### config.mk
export PLATFORM = sky130hd
export DESIGN_NAME = wb_port_arbiter_flat
export DESIGN_NICKNAME = d
export VERILOG_FILES = /design/src/rtl/wb_port_arbiter_if.sv /design/src/rtl/wb_port_arbiter.sv /design/src/flat_wrapper.sv
export SDC_FILE = /design/constraint.sdc
export NUM_CORES = 1
export LEC_CHECK = 0
export ABC_AREA = 1
export CAP_MARGIN = 20
export CORE_MARGIN = 8
export CORE_UTILIZATION = 44
export DETAILED_ROUTE_END_ITERATION = 6
export PLACE_DENSITY = 0.81
export SLEW_MARGIN = 30
export SYNTH_ARGS = -nofsm -noshare
export SYNTH_HDL_FRONTEND = slang
export SYNTH_SLANG_ARGS = --single-unit
### constraint.sdc
create_clock -name clk -period 2.8 [get_ports clk]
set_clock_uncertainty 0.15 [all_clocks]
set_input_delay 0.42 -clock clk [delete_from_list [all_inputs] [get_ports clk]]
set_output_delay 0.42 -clock clk [all_outputs]
set_load 0.02 [all_outputs]
### src/rtl/wb_port_arbiter_if.sv
// Register-file writeback bus shared by the MEM/WB pipe, the long-latency unit and the arbiter.
interface wb_port_arbiter_if;
  logic        pipe_valid;
  logic        pipe_fp_we;
  logic        pipe_int_we;
  logic [4:0]  pipe_rd;
  logic [31:0] pipe_fp_wdata;
  logic [31:0] pipe_int_wdata;
  logic        pipe_stall;
  logic        ll_valid;
  logic        ll_ready;
  logic        ll_fp;
  logic [4:0]  ll_rd;
  logic [31:0] ll_wdata;
  logic        ll_busy;
  logic        wb_fp_we;
  logic        wb_int_we;
  logic [4:0]  wb_waddr;
  logic [31:0] wb_fp_wdata;
  logic [31:0] wb_int_wdata;

  modport master (
    output pipe_valid, pipe_fp_we, pipe_int_we, pipe_rd, pipe_fp_wdata, pipe_int_wdata,
    output ll_valid, ll_fp, ll_rd, ll_wdata,
    input  pipe_stall, ll_ready, ll_busy,
    input  wb_fp_we, wb_int_we, wb_waddr, wb_fp_wdata, wb_int_wdata
  );

  modport slave (
    input  pipe_valid, pipe_fp_we, pipe_int_we, pipe_rd, pipe_fp_wdata, pipe_int_wdata,
    input  ll_valid, ll_fp, ll_rd, ll_wdata,
    output pipe_stall, ll_ready, ll_busy,
    output wb_fp_we, wb_int_we, wb_waddr, wb_fp_wdata, wb_int_wdata
  );
endinterface

### src/rtl/wb_port_arbiter.sv
// INT/FP register-file write-port arbiter: pipe has priority, long-latency results drain from a FIFO.
// Optional performance counters are enabled with the WB_ARB_PERF_EN macro.
module wb_port_arbiter #(
  parameter int unsigned LL_DEPTH     = 2,
  parameter int unsigned STARVE_LIMIT = 4
) (
  input  logic              clk,
  input  logic              rst_n,
  wb_port_arbiter_if.slave  bus
`ifdef WB_ARB_PERF_EN
  ,
  output logic [31:0]       perf_conflict_cnt,
  output logic [31:0]       perf_stall_cnt
`endif
);

  localparam int unsigned PTR_W    = $clog2(LL_DEPTH);
  localparam int unsigned CNT_W    = PTR_W + 1;
  localparam int unsigned STARVE_W = $clog2(STARVE_LIMIT + 1);

  typedef struct packed {
    logic        fp;
    logic [4:0]  rd;
    logic [31:0] wdata;
  } ll_entry_t;

  ll_entry_t             fifo_mem [LL_DEPTH];
  logic [PTR_W-1:0]      wr_ptr, rd_ptr;
  logic [CNT_W-1:0]      count, count_d;
  logic [STARVE_W-1:0]   starve_cnt, starve_d;
  logic                  stall_q, stall_d;
  logic                  ready_q, busy_q;
  logic                  fp_we_q, fp_we_d;
  logic                  int_we_q, int_we_d;
  logic [4:0]            waddr_q, waddr_d;
  logic [31:0]           fp_wdata_q, fp_wdata_d;
  logic [31:0]           int_wdata_q, int_wdata_d;
  logic                  grant_pipe_c, nonempty_c, pop_c, push_c;
  ll_entry_t             head_c;

  assign bus.pipe_stall   = stall_q;
  assign bus.ll_ready     = ready_q;
  assign bus.ll_busy      = busy_q;
  assign bus.wb_fp_we     = fp_we_q;
  assign bus.wb_int_we    = int_we_q;
  assign bus.wb_waddr     = waddr_q;
  assign bus.wb_fp_wdata  = fp_wdata_q;
  assign bus.wb_int_wdata = int_wdata_q;

  // Grant selection and next-state for FIFO occupancy, starvation and write ports.
  always_comb begin
    grant_pipe_c = bus.pipe_valid && (bus.pipe_fp_we || bus.pipe_int_we) && !stall_q;
    nonempty_c   = (count != '0);
    pop_c        = !grant_pipe_c && nonempty_c;
    push_c       = bus.ll_valid && ready_q;
    head_c       = fifo_mem[rd_ptr];
    count_d      = count + CNT_W'(push_c) - CNT_W'(pop_c);
    starve_d     = (pop_c || !nonempty_c) ? '0 : starve_cnt + STARVE_W'(1);
    stall_d      = (starve_d == STARVE_W'(STARVE_LIMIT));

    fp_we_d     = 1'b0;
    int_we_d    = 1'b0;
    waddr_d     = waddr_q;
    fp_wdata_d  = fp_wdata_q;
    int_wdata_d = int_wdata_q;
    if (grant_pipe_c) begin
      fp_we_d     = bus.pipe_fp_we;
      int_we_d    = bus.pipe_int_we && (bus.pipe_rd != 5'd0);
      waddr_d     = bus.pipe_rd;
      fp_wdata_d  = bus.pipe_fp_wdata;
      int_wdata_d = bus.pipe_int_wdata;
    end else if (pop_c) begin
      waddr_d = head_c.rd;
      if (head_c.fp) begin
        fp_we_d    = 1'b1;
        fp_wdata_d = head_c.wdata;
      end else begin
        // x0 is hardwired: slot and pop are still consumed
        int_we_d    = (head_c.rd != 5'd0);
        int_wdata_d = head_c.wdata;
      end
    end
  end

  // FIFO storage carries no reset; validity is tracked by count.
  always_ff @(posedge clk) begin
    if (push_c) fifo_mem[wr_ptr] <= '{fp: bus.ll_fp, rd: bus.ll_rd, wdata: bus.ll_wdata};
  end

  always_ff @(posedge clk or negedge rst_n) begin
    if (!rst_n) begin
      wr_ptr      <= '0;
      rd_ptr      <= '0;
      count       <= '0;
      starve_cnt  <= '0;
      stall_q     <= 1'b0;
      ready_q     <= 1'b1;
      busy_q      <= 1'b0;
      fp_we_q     <= 1'b0;
      int_we_q    <= 1'b0;
      waddr_q     <= '0;
      fp_wdata_q  <= '0;
      int_wdata_q <= '0;
    end else begin
      if (push_c) wr_ptr <= wr_ptr + PTR_W'(1);
      if (pop_c)  rd_ptr <= rd_ptr + PTR_W'(1);
      count       <= count_d;
      starve_cnt  <= starve_d;
      stall_q     <= stall_d;
      ready_q     <= (count_d != CNT_W'(LL_DEPTH));
      busy_q      <= (count_d != '0);
      fp_we_q     <= fp_we_d;
      int_we_q    <= int_we_d;
      waddr_q     <= waddr_d;
      fp_wdata_q  <= fp_wdata_d;
      int_wdata_q <= int_wdata_d;
    end
  end

`ifdef WB_ARB_PERF_EN
  // Saturating event counters.
  always_ff @(posedge clk or negedge rst_n) begin
    if (!rst_n) begin
      perf_conflict_cnt <= '0;
      perf_stall_cnt    <= '0;
    end else begin
      if (nonempty_c && grant_pipe_c && (perf_conflict_cnt != '1))
        perf_conflict_cnt <= perf_conflict_cnt + 32'd1;
      if (stall_q && (perf_stall_cnt != '1))
        perf_stall_cnt <= perf_stall_cnt + 32'd1;
    end
  end
`endif

endmodule

### src/flat_wrapper.sv
// flat-port wrapper written by rule: the top's interface ports become plain ports
module wb_port_arbiter_flat 
#(
  parameter int unsigned LL_DEPTH     = 2,
  parameter int unsigned STARVE_LIMIT = 4
)
  (clk, rst_n, bus_pipe_valid, bus_pipe_fp_we, bus_pipe_int_we, bus_pipe_rd, bus_pipe_fp_wdata, bus_pipe_int_wdata, bus_ll_valid, bus_ll_fp, bus_ll_rd, bus_ll_wdata, bus_pipe_stall, bus_ll_ready, bus_ll_busy, bus_wb_fp_we, bus_wb_int_we, bus_wb_waddr, bus_wb_fp_wdata, bus_wb_int_wdata);
  wb_port_arbiter_if bus_i ();
  input  logic clk;
  input  logic rst_n;
  input wire logic [$bits(bus_i.pipe_valid)-1:0] bus_pipe_valid;
  input wire logic [$bits(bus_i.pipe_fp_we)-1:0] bus_pipe_fp_we;
  input wire logic [$bits(bus_i.pipe_int_we)-1:0] bus_pipe_int_we;
  input wire logic [$bits(bus_i.pipe_rd)-1:0] bus_pipe_rd;
  input wire logic [$bits(bus_i.pipe_fp_wdata)-1:0] bus_pipe_fp_wdata;
  input wire logic [$bits(bus_i.pipe_int_wdata)-1:0] bus_pipe_int_wdata;
  input wire logic [$bits(bus_i.ll_valid)-1:0] bus_ll_valid;
  input wire logic [$bits(bus_i.ll_fp)-1:0] bus_ll_fp;
  input wire logic [$bits(bus_i.ll_rd)-1:0] bus_ll_rd;
  input wire logic [$bits(bus_i.ll_wdata)-1:0] bus_ll_wdata;
  output wire logic [$bits(bus_i.pipe_stall)-1:0] bus_pipe_stall;
  output wire logic [$bits(bus_i.ll_ready)-1:0] bus_ll_ready;
  output wire logic [$bits(bus_i.ll_busy)-1:0] bus_ll_busy;
  output wire logic [$bits(bus_i.wb_fp_we)-1:0] bus_wb_fp_we;
  output wire logic [$bits(bus_i.wb_int_we)-1:0] bus_wb_int_we;
  output wire logic [$bits(bus_i.wb_waddr)-1:0] bus_wb_waddr;
  output wire logic [$bits(bus_i.wb_fp_wdata)-1:0] bus_wb_fp_wdata;
  output wire logic [$bits(bus_i.wb_int_wdata)-1:0] bus_wb_int_wdata;
  assign bus_i.pipe_valid = bus_pipe_valid;
  assign bus_i.pipe_fp_we = bus_pipe_fp_we;
  assign bus_i.pipe_int_we = bus_pipe_int_we;
  assign bus_i.pipe_rd = bus_pipe_rd;
  assign bus_i.pipe_fp_wdata = bus_pipe_fp_wdata;
  assign bus_i.pipe_int_wdata = bus_pipe_int_wdata;
  assign bus_i.ll_valid = bus_ll_valid;
  assign bus_i.ll_fp = bus_ll_fp;
  assign bus_i.ll_rd = bus_ll_rd;
  assign bus_i.ll_wdata = bus_ll_wdata;
  assign bus_pipe_stall = bus_i.pipe_stall;
  assign bus_ll_ready = bus_i.ll_ready;
  assign bus_ll_busy = bus_i.ll_busy;
  assign bus_wb_fp_we = bus_i.wb_fp_we;
  assign bus_wb_int_we = bus_i.wb_int_we;
  assign bus_wb_waddr = bus_i.wb_waddr;
  assign bus_wb_fp_wdata = bus_i.wb_fp_wdata;
  assign bus_wb_int_wdata = bus_i.wb_int_wdata;
  wb_port_arbiter #(.LL_DEPTH(LL_DEPTH), .STARVE_LIMIT(STARVE_LIMIT)) u_core (.clk(clk), .rst_n(rst_n), .bus(bus_i));
endmodule
==> results of run 1 <==
-- Yosys cell counts, drive strengths merged --
| cell type | n | share of area (%) |
|---|---|---|
| nand3 | 75 | 5.5 |
| nand2 | 425 | 24 |
| o22ai | 1 | 0.092 |
| o21ai | 1 | 0.074 |
| buf | 38 | 3.7 |
| nor3 | 1 | 0.074 |
| xor2 | 4 | 0.52 |
| or2 | 1 | 0.092 |
| a21oi | 1 | 0.074 |
| dfstp | 1 | 0.39 |
| o211ai | 1 | 0.11 |
| dfrtp | 80 | 30 |
| nor2 | 11 | 0.72 |
| nand4 | 1 | 0.092 |
| ha | 3 | 0.55 |
| edfxtp | 76 | 34 |
| xnor2 | 1 | 0.13 |
| inv | 16 | 0.89 |
-- critical path: cells and delay by family --
kind                       cells  cell delay [ps]
buffers and inverters          4              630
and+or+nand+nor                4              490
adders and majority gates      2              440
xor gates and xnor gates       2              450
-- per-layer routing --
metal	vias to the layer above	wire, um
met1	2596	7760
met3	17	1580
li1	2727	-
met4	2	192
met2	207	9030
met5	-	13
-- state kept, by name, indices dropped and copies added, names as in the netlist --
signal and flops:
u_core.bus.ll_busy 1, u_core.bus.ll_ready 1, u_core.bus.pipe_stall 1, u_core.bus.wb_fp_wdata 32
u_core.bus.wb_fp_we 1, u_core.bus.wb_int_wdata 32, u_core.bus.wb_int_we 1, u_core.bus.wb_waddr 5
u_core.count 2, u_core.fifo_mem 76, u_core.rd_ptr 1, u_core.starve_cnt 3
u_core.wr_ptr 1
-- per-stage QoR --
stage	setup TNS (ps)	cells	utilization, %	cell area, sq um	setup slack [ps]
2_1_floorplan	-7190	737	-	6780	-94.6
4_1_cts	0	1121	62.0	9390	573
3_3_place_gp	0	1088	58.2	8820	180
5_1_grt	0	1121	62.0	9390	480
3_5_place_dp	0	1088	58.2	8820	112
6_report	0	1121	62.0	9390	572
-- layout make-up --
cell class                      instances  area (sq um)  area share (%)
Multi-Input combinational cell        526          2180            23.2
Clock inverter                         13           124            1.32
Clock buffer                           19           433            4.61
Timing Repair Buffer                  202          2040            21.8
Tap cell                              188           235            2.51
Inverter                               16          60.1           0.640
Sequential cell                       157          4310            45.9
-- what timing repair did --
action / CTS / global route
setup endpoints to repair: 0 / 0
hold endpoints to repair: 30 / 0
hold buffers: 1 / 0
-- worst paths after layout --
path                                           startpoint                                     end  slack [ps]
setup / recovery                           bus_pipe_valid           u_core.bus.ll_ready$_DFF_PN1_         570
min in group asynchronous                           rst_n  u_core.bus.wb_fp_wdata[14]$_DFFE_PN0P_         340
setup reg to reg                u_core.count[1]$_DFF_PN0_           u_core.bus.ll_ready$_DFF_PN1_         610
hold / removal             u_core.starve_cnt[0]$_DFF_PN0_          u_core.starve_cnt[0]$_DFF_PN0_         320
max in group asynchronous                           rst_n           u_core.bus.ll_ready$_DFF_PN1_        1510
hold reg to reg            u_core.starve_cnt[0]$_DFF_PN0_          u_core.starve_cnt[0]$_DFF_PN0_         320
-- logic make-up (layout without fill, tap and decap cells) --
| family | after synthesis | count (layout) | share of synthesized area, % |
|---|---|---|---|
| buf+inv | 54 | 250 | 4.54 |
| fa+ha+maj | 3 | 3 | 0.554 |
| compound gates | 4 | 4 | 0.351 |
| flops | 157 | 157 | 63.6 |
| simple gates | 514 | 514 | 30.3 |
| xor+xnor | 5 | 5 | 0.646 |
-- report_power, final --
part           switching [mW]  internal (mW)
Combinational            2.54           1.69
Clock                   0.892           1.30
Sequential              0.400           3.25
==> flow_summary.json, run 1 <==
{
  "insertedDiodeCount": 0,
  "cts_resized": 0,
  "p_leak_nw": 4.38,
  "cp_data_arrival_time_ps": 2430,
  "maxCapViolCount": 0,
  "syn_nets": 853,
  "rsz0062_at_grt": "false",
  "p_per_area_mw_per_mm2": 1070,
  "tightestPinTransition_ps": 508,
  "grt_first_pass_wirelength_um": 29500,
  "layout_common_cells": "nand2_1, clkdlybuf4s50_1, dfrtp_1",
  "synthCells": 737,
  "grt.total_usage_pct": 19.5,
  "holdWs_ps": 320,
  "grtUsageMet1_pct": 22.9,
  "cp_slowest_cell": "clkdlybuf4s50_1",
  "use_met3_pct": 7.24,
  "start_util_pct": 44.7,
  "firstDrtPassIters": 5,
  "clockBufferDepth": 2,
  "worstSkewPairLatency_ps": 420,
  "ios": 187,
  "grt_start_max_net_pins": 106,
  "routed_wl_um": 18600,
  "cts_num_sinks": 157,
  "die_area_sq_mm": 0.0196,
  "grt_pass1_vias": 5628,
  "cts_tree": "yes",
  "io_buffers": 186,
  "die-width_um": 140,
  "dp_hpwl_um": 12500,
  "synth_cell_types": 24,
  "final_max_slew_viol_count": 0,
  "dr.first_iter.drc_count": 277,
  "fp-row-count": 45,
  "n_fill_cell": 1256,
  "gp_congestion": 0.780,
  "ir_drop_v": 0.000469,
  "grt_overflow": 0,
  "hold_path.class": "reg -> reg",
  "antenna_found_initial": 1,
  "hold_path_depth": 1,
  "ff2ff_path_depth": 10,
  "maxSlewHeadroom_pct": 66.2,
  "critical_path.cell_chain": "clkdlybuf4s50_1 -> inv_1 -> nor2_1 -> nand2_4 -> nand2_2 -> inv_2 -> ha_1 -> inv_1 -> ha_1 -> xor2_1 -> xor2_1 -> nand2_1",
  "status": "complete, no violations",
  "fmax_mhz": 449,
  "post_cts_buffers": 0,
  "crit_type": "in -> reg",
  "use_met2_pct": 32.8,
  "cp.required_ps": 3000,
  "clockRootBuffer": "clkbuf_16",
  "avgViaCountPerCell": 4.95,
  "drtAntennaViolNets": 0,
  "die_h_um": 140,
  "start_kind": "input pin",
  "ys_seq_area_share_pct": 63.6,
  "fin_crit_sh_pct": 79.6,
  "period_needed_ps": 2230,
  "h-tree-depth": 4,
  "syn_area_sq_mm": 0.00678,
  "cts_buffers": 17,
  "avgRoutedWirePerCell_um": 16.6,
  "clk_pin_slew_ps": 60,
  "drc_errors": 0,
  "busiest_layer": "met2",
  "power_mw": 10.1,
  "setup_violations": 0,
  "coreArea_sq_mm": 0.0151,
  "layout_commonest_cell": "nand2_1",
  "routed-via-count": 5549,
  "ys_seq_elements": 157,
  "worstPathMaxFanout": 5,
  "drive_gt1_share_pct": 6.32,
  "fin_nets": 1036,
  "syn_avg_cell_area_sq_um": 9.19,
  "ys_warn_count": 0,
  "critPathMaxStageDelay_ps": 460,
  "hold_violations": 0,
  "end_kind": "flip-flop",
  "area_delta_synth_final_pct": 38.5
}
(Power assumes the default switching activity.)
==> run 2, diff against run 1 <==
==> constraint.sdc (replaced) <==
create_clock -name clk -period 1.8 [get_ports clk]
set_clock_uncertainty 0.15 [all_clocks]
set_input_delay 0.27 -clock clk [delete_from_list [all_inputs] [get_ports clk]]
set_output_delay 0.27 -clock clk [all_outputs]
set_load 0.02 [all_outputs]
==> run 2 against run 1 <==
The flow now finishes with violations (setup timing). Sequential share of layout area down 1.9 points. Via count up 2.9%. Largest power group unchanged. Highest routed layer unchanged. Core utilization up 2.6 points. Critical path depth down 2. First-iteration DRC count up 19%. Clock power up 57%. Cell area up 4.2%.
==> flow_summary.json, run 2 (synthesized netlist as in run 1, its figures left out) <==
{
  "ff2ff_path_depth": 10,
  "firstDrtPassIters": 5,
  "grt_first_pass_wirelength_um": 29800,
  "coreArea_sq_mm": 0.0151,
  "avgRoutedWirePerCell_um": 16.9,
  "dp_hpwl_um": 13100,
  "grt_overflow": 0,
  "worstSkewPairLatency_ps": 420,
  "area_delta_synth_final_pct": 44.3,
  "antenna_found_initial": 1,
  "routed-via-count": 5709,
  "final_max_slew_viol_count": 0,
  "largest_reg_flops": 76,
  "fmax_mhz": 539,
  "setup_violations": 2,
  "p_per_area_mw_per_mm2": 1610,
  "drtAntennaViolNets": 0,
  "cp_data_arrival_time_ps": 2050,
  "drive_gt1_share_pct": 9.73,
  "fp-row-count": 45,
  "tightestPinTransition_ps": 466,
  "fin_nets": 1059,
  "p_leak_nw": 4.79,
  "timing.final.ws_setup_ps": -54.8,
  "regMostFlops": "u_core.fifo_mem",
  "r2r-end": "u_core.bus.ll_ready$_DFF_PN1_",
  "die_h_um": 140,
  "cts_buffers": 17,
  "clk_pin_slew_ps": 60,
  "worstPathMaxFanout": 2,
  "clockBufferDepth": 2,
  "failed_checks": "setup timing",
  "hold_violations": 0,
  "gp_congestion": 0.797,
  "avgViaCountPerCell": 4.99,
  "die_area_sq_mm": 0.0196,
  "layout_commonest_cell": "nand2_1",
  "period_needed_ps": 1850,
  "io_buffers": 186,
  "status": "finished, violations left",
  "hold_path.class": "in -> async",
  "h-tree-depth": 4,
  "reg2reg_from": "u_core.bus.pipe_stall$_DFF_PN0_",
  "start_kind": "flip-flop",
  "end_kind": "flip-flop",
  "maxSlewHeadroom_pct": 68.9,
  "grt_pass1_vias": 5724,
  "holdWs_ps": 194,
  "rsz0062_at_grt": "true",
  "routed_wl_um": 19300,
  "maxCapViolCount": 0,
  "insertedDiodeCount": 0,
  "ir_drop_v": 0.000732,
  "tns_ps": -82.2,
  "power_mw": 15.8,
  "crit_type": "reg -> reg",
  "ios": 187,
  "dr.first_iter.drc_count": 330,
  "fin_crit_sh_pct": 103,
  "layout_common_cells": "nand2_1, clkdlybuf4s50_1, dfrtp_1",
  "r2r_slack_ps": -50,
  "clockRootBuffer": "clkbuf_16",
  "grt_start_max_net_pins": 49,
  "start_util_pct": 44.7,
  "cts_tree": "yes",
  "cp.required_ps": 1990,
  "drc_errors": 0,
  "grt.total_usage_pct": 19.5,
  "cts_num_sinks": 157,
  "die-width_um": 140
}
==> run 2: changes by cell type in the layout (fill, tap and decap cells not counted), sizes merged <==
cell / delta
buf: +20
bufinv: -2
clkbuf: +9
clkdlybuf4s50: -74
clkinv: -3
clkinvlp: -3
dlygate4sd2: +73
dlymetal6s2s: +1
inv: +2
==> run 2: worst max-delay path by stage <==
stage / start / end / cells past startpoint
2_1_floorplan: u_core.bus.pipe_stall$_DFF_PN0_ / u_core.bus.ll_ready$_DFF_PN1_ / 11
3_3_place_gp: bus_pipe_valid / u_core.bus.ll_ready$_DFF_PN1_ / 12
3_5_place_dp: bus_pipe_valid / u_core.bus.ll_ready$_DFF_PN1_ / 12
4_1_cts: u_core.bus.pipe_stall$_DFF_PN0_ / u_core.bus.ll_ready$_DFF_PN1_ / 10
5_1_grt: u_core.count[0]$_DFF_PN0_ / u_core.bus.ll_ready$_DFF_PN1_ / 10
6_report: u_core.bus.pipe_stall$_DFF_PN0_ / u_core.bus.ll_ready$_DFF_PN1_ / 10
==> run 2: through the flow <==
stage / std cells / setup slack [ps] / cell area [sq um] / utilization (%)
2_1_floorplan: 737 / -207 / 6850 / -
3_3_place_gp: 1105 / -429 / 9120 / 60.2
3_5_place_dp: 1105 / -491 / 9120 / 60.2
4_1_cts: 1140 / -67.2 / 9660 / 63.8
5_1_grt: 1144 / -126 / 9780 / 64.6
6_report: 1144 / -54.8 / 9780 / 64.6
==> run 2: repair_timing <==
action / CTS / global route
setup buffers: 2 / 1
cloned: 0 / 3
hold buffers: 1 / 0
pin swaps: 4 / 2
setup endpoints to repair: 76 / 20
gates resized for setup: 78 / 9
hold endpoints to repair: 28 / 0
==> run 2: report_power, final <==
group	switching [mW]	leakage, nW	internal [mW]
Clock	1.40	0.285	2.04
Combinational	4.16	2.80	2.60
Sequential	0.552	1.71	5.04
==> run 2: cell type report <==
cell class                 count  area (sq um)
clock buffer                  25           528
clock inverter                 7          45.0
fill                        1241          5370
inverter                      16          75.1
multi-input combinational    526          2250
sequential                   157          4310
tap                          188           235
timing repair buffer         225          2330
==> run 2: routing by layer <==
layer / up-vias / share of wire (%) / track usage (%)
met5: - / 0.062 / 0
met4: 2 / 1.1 / 5.77
met3: 19 / 8.6 / 6.80
met2: 232 / 50 / 33.4
met1: 2691 / 40 / 22.5
li1: 2765 / - / -
==> run 2: worst max-delay path: stages (launching register included) <==
cell and delay (ps):
dfrtp_2 420, nor2_4 140, nand2_4 70, nand2_4 70, inv_4 40, ha_4 250
inv_2 30, ha_4 160, xor2_4 180, xor2_1 200, nand2_1 70
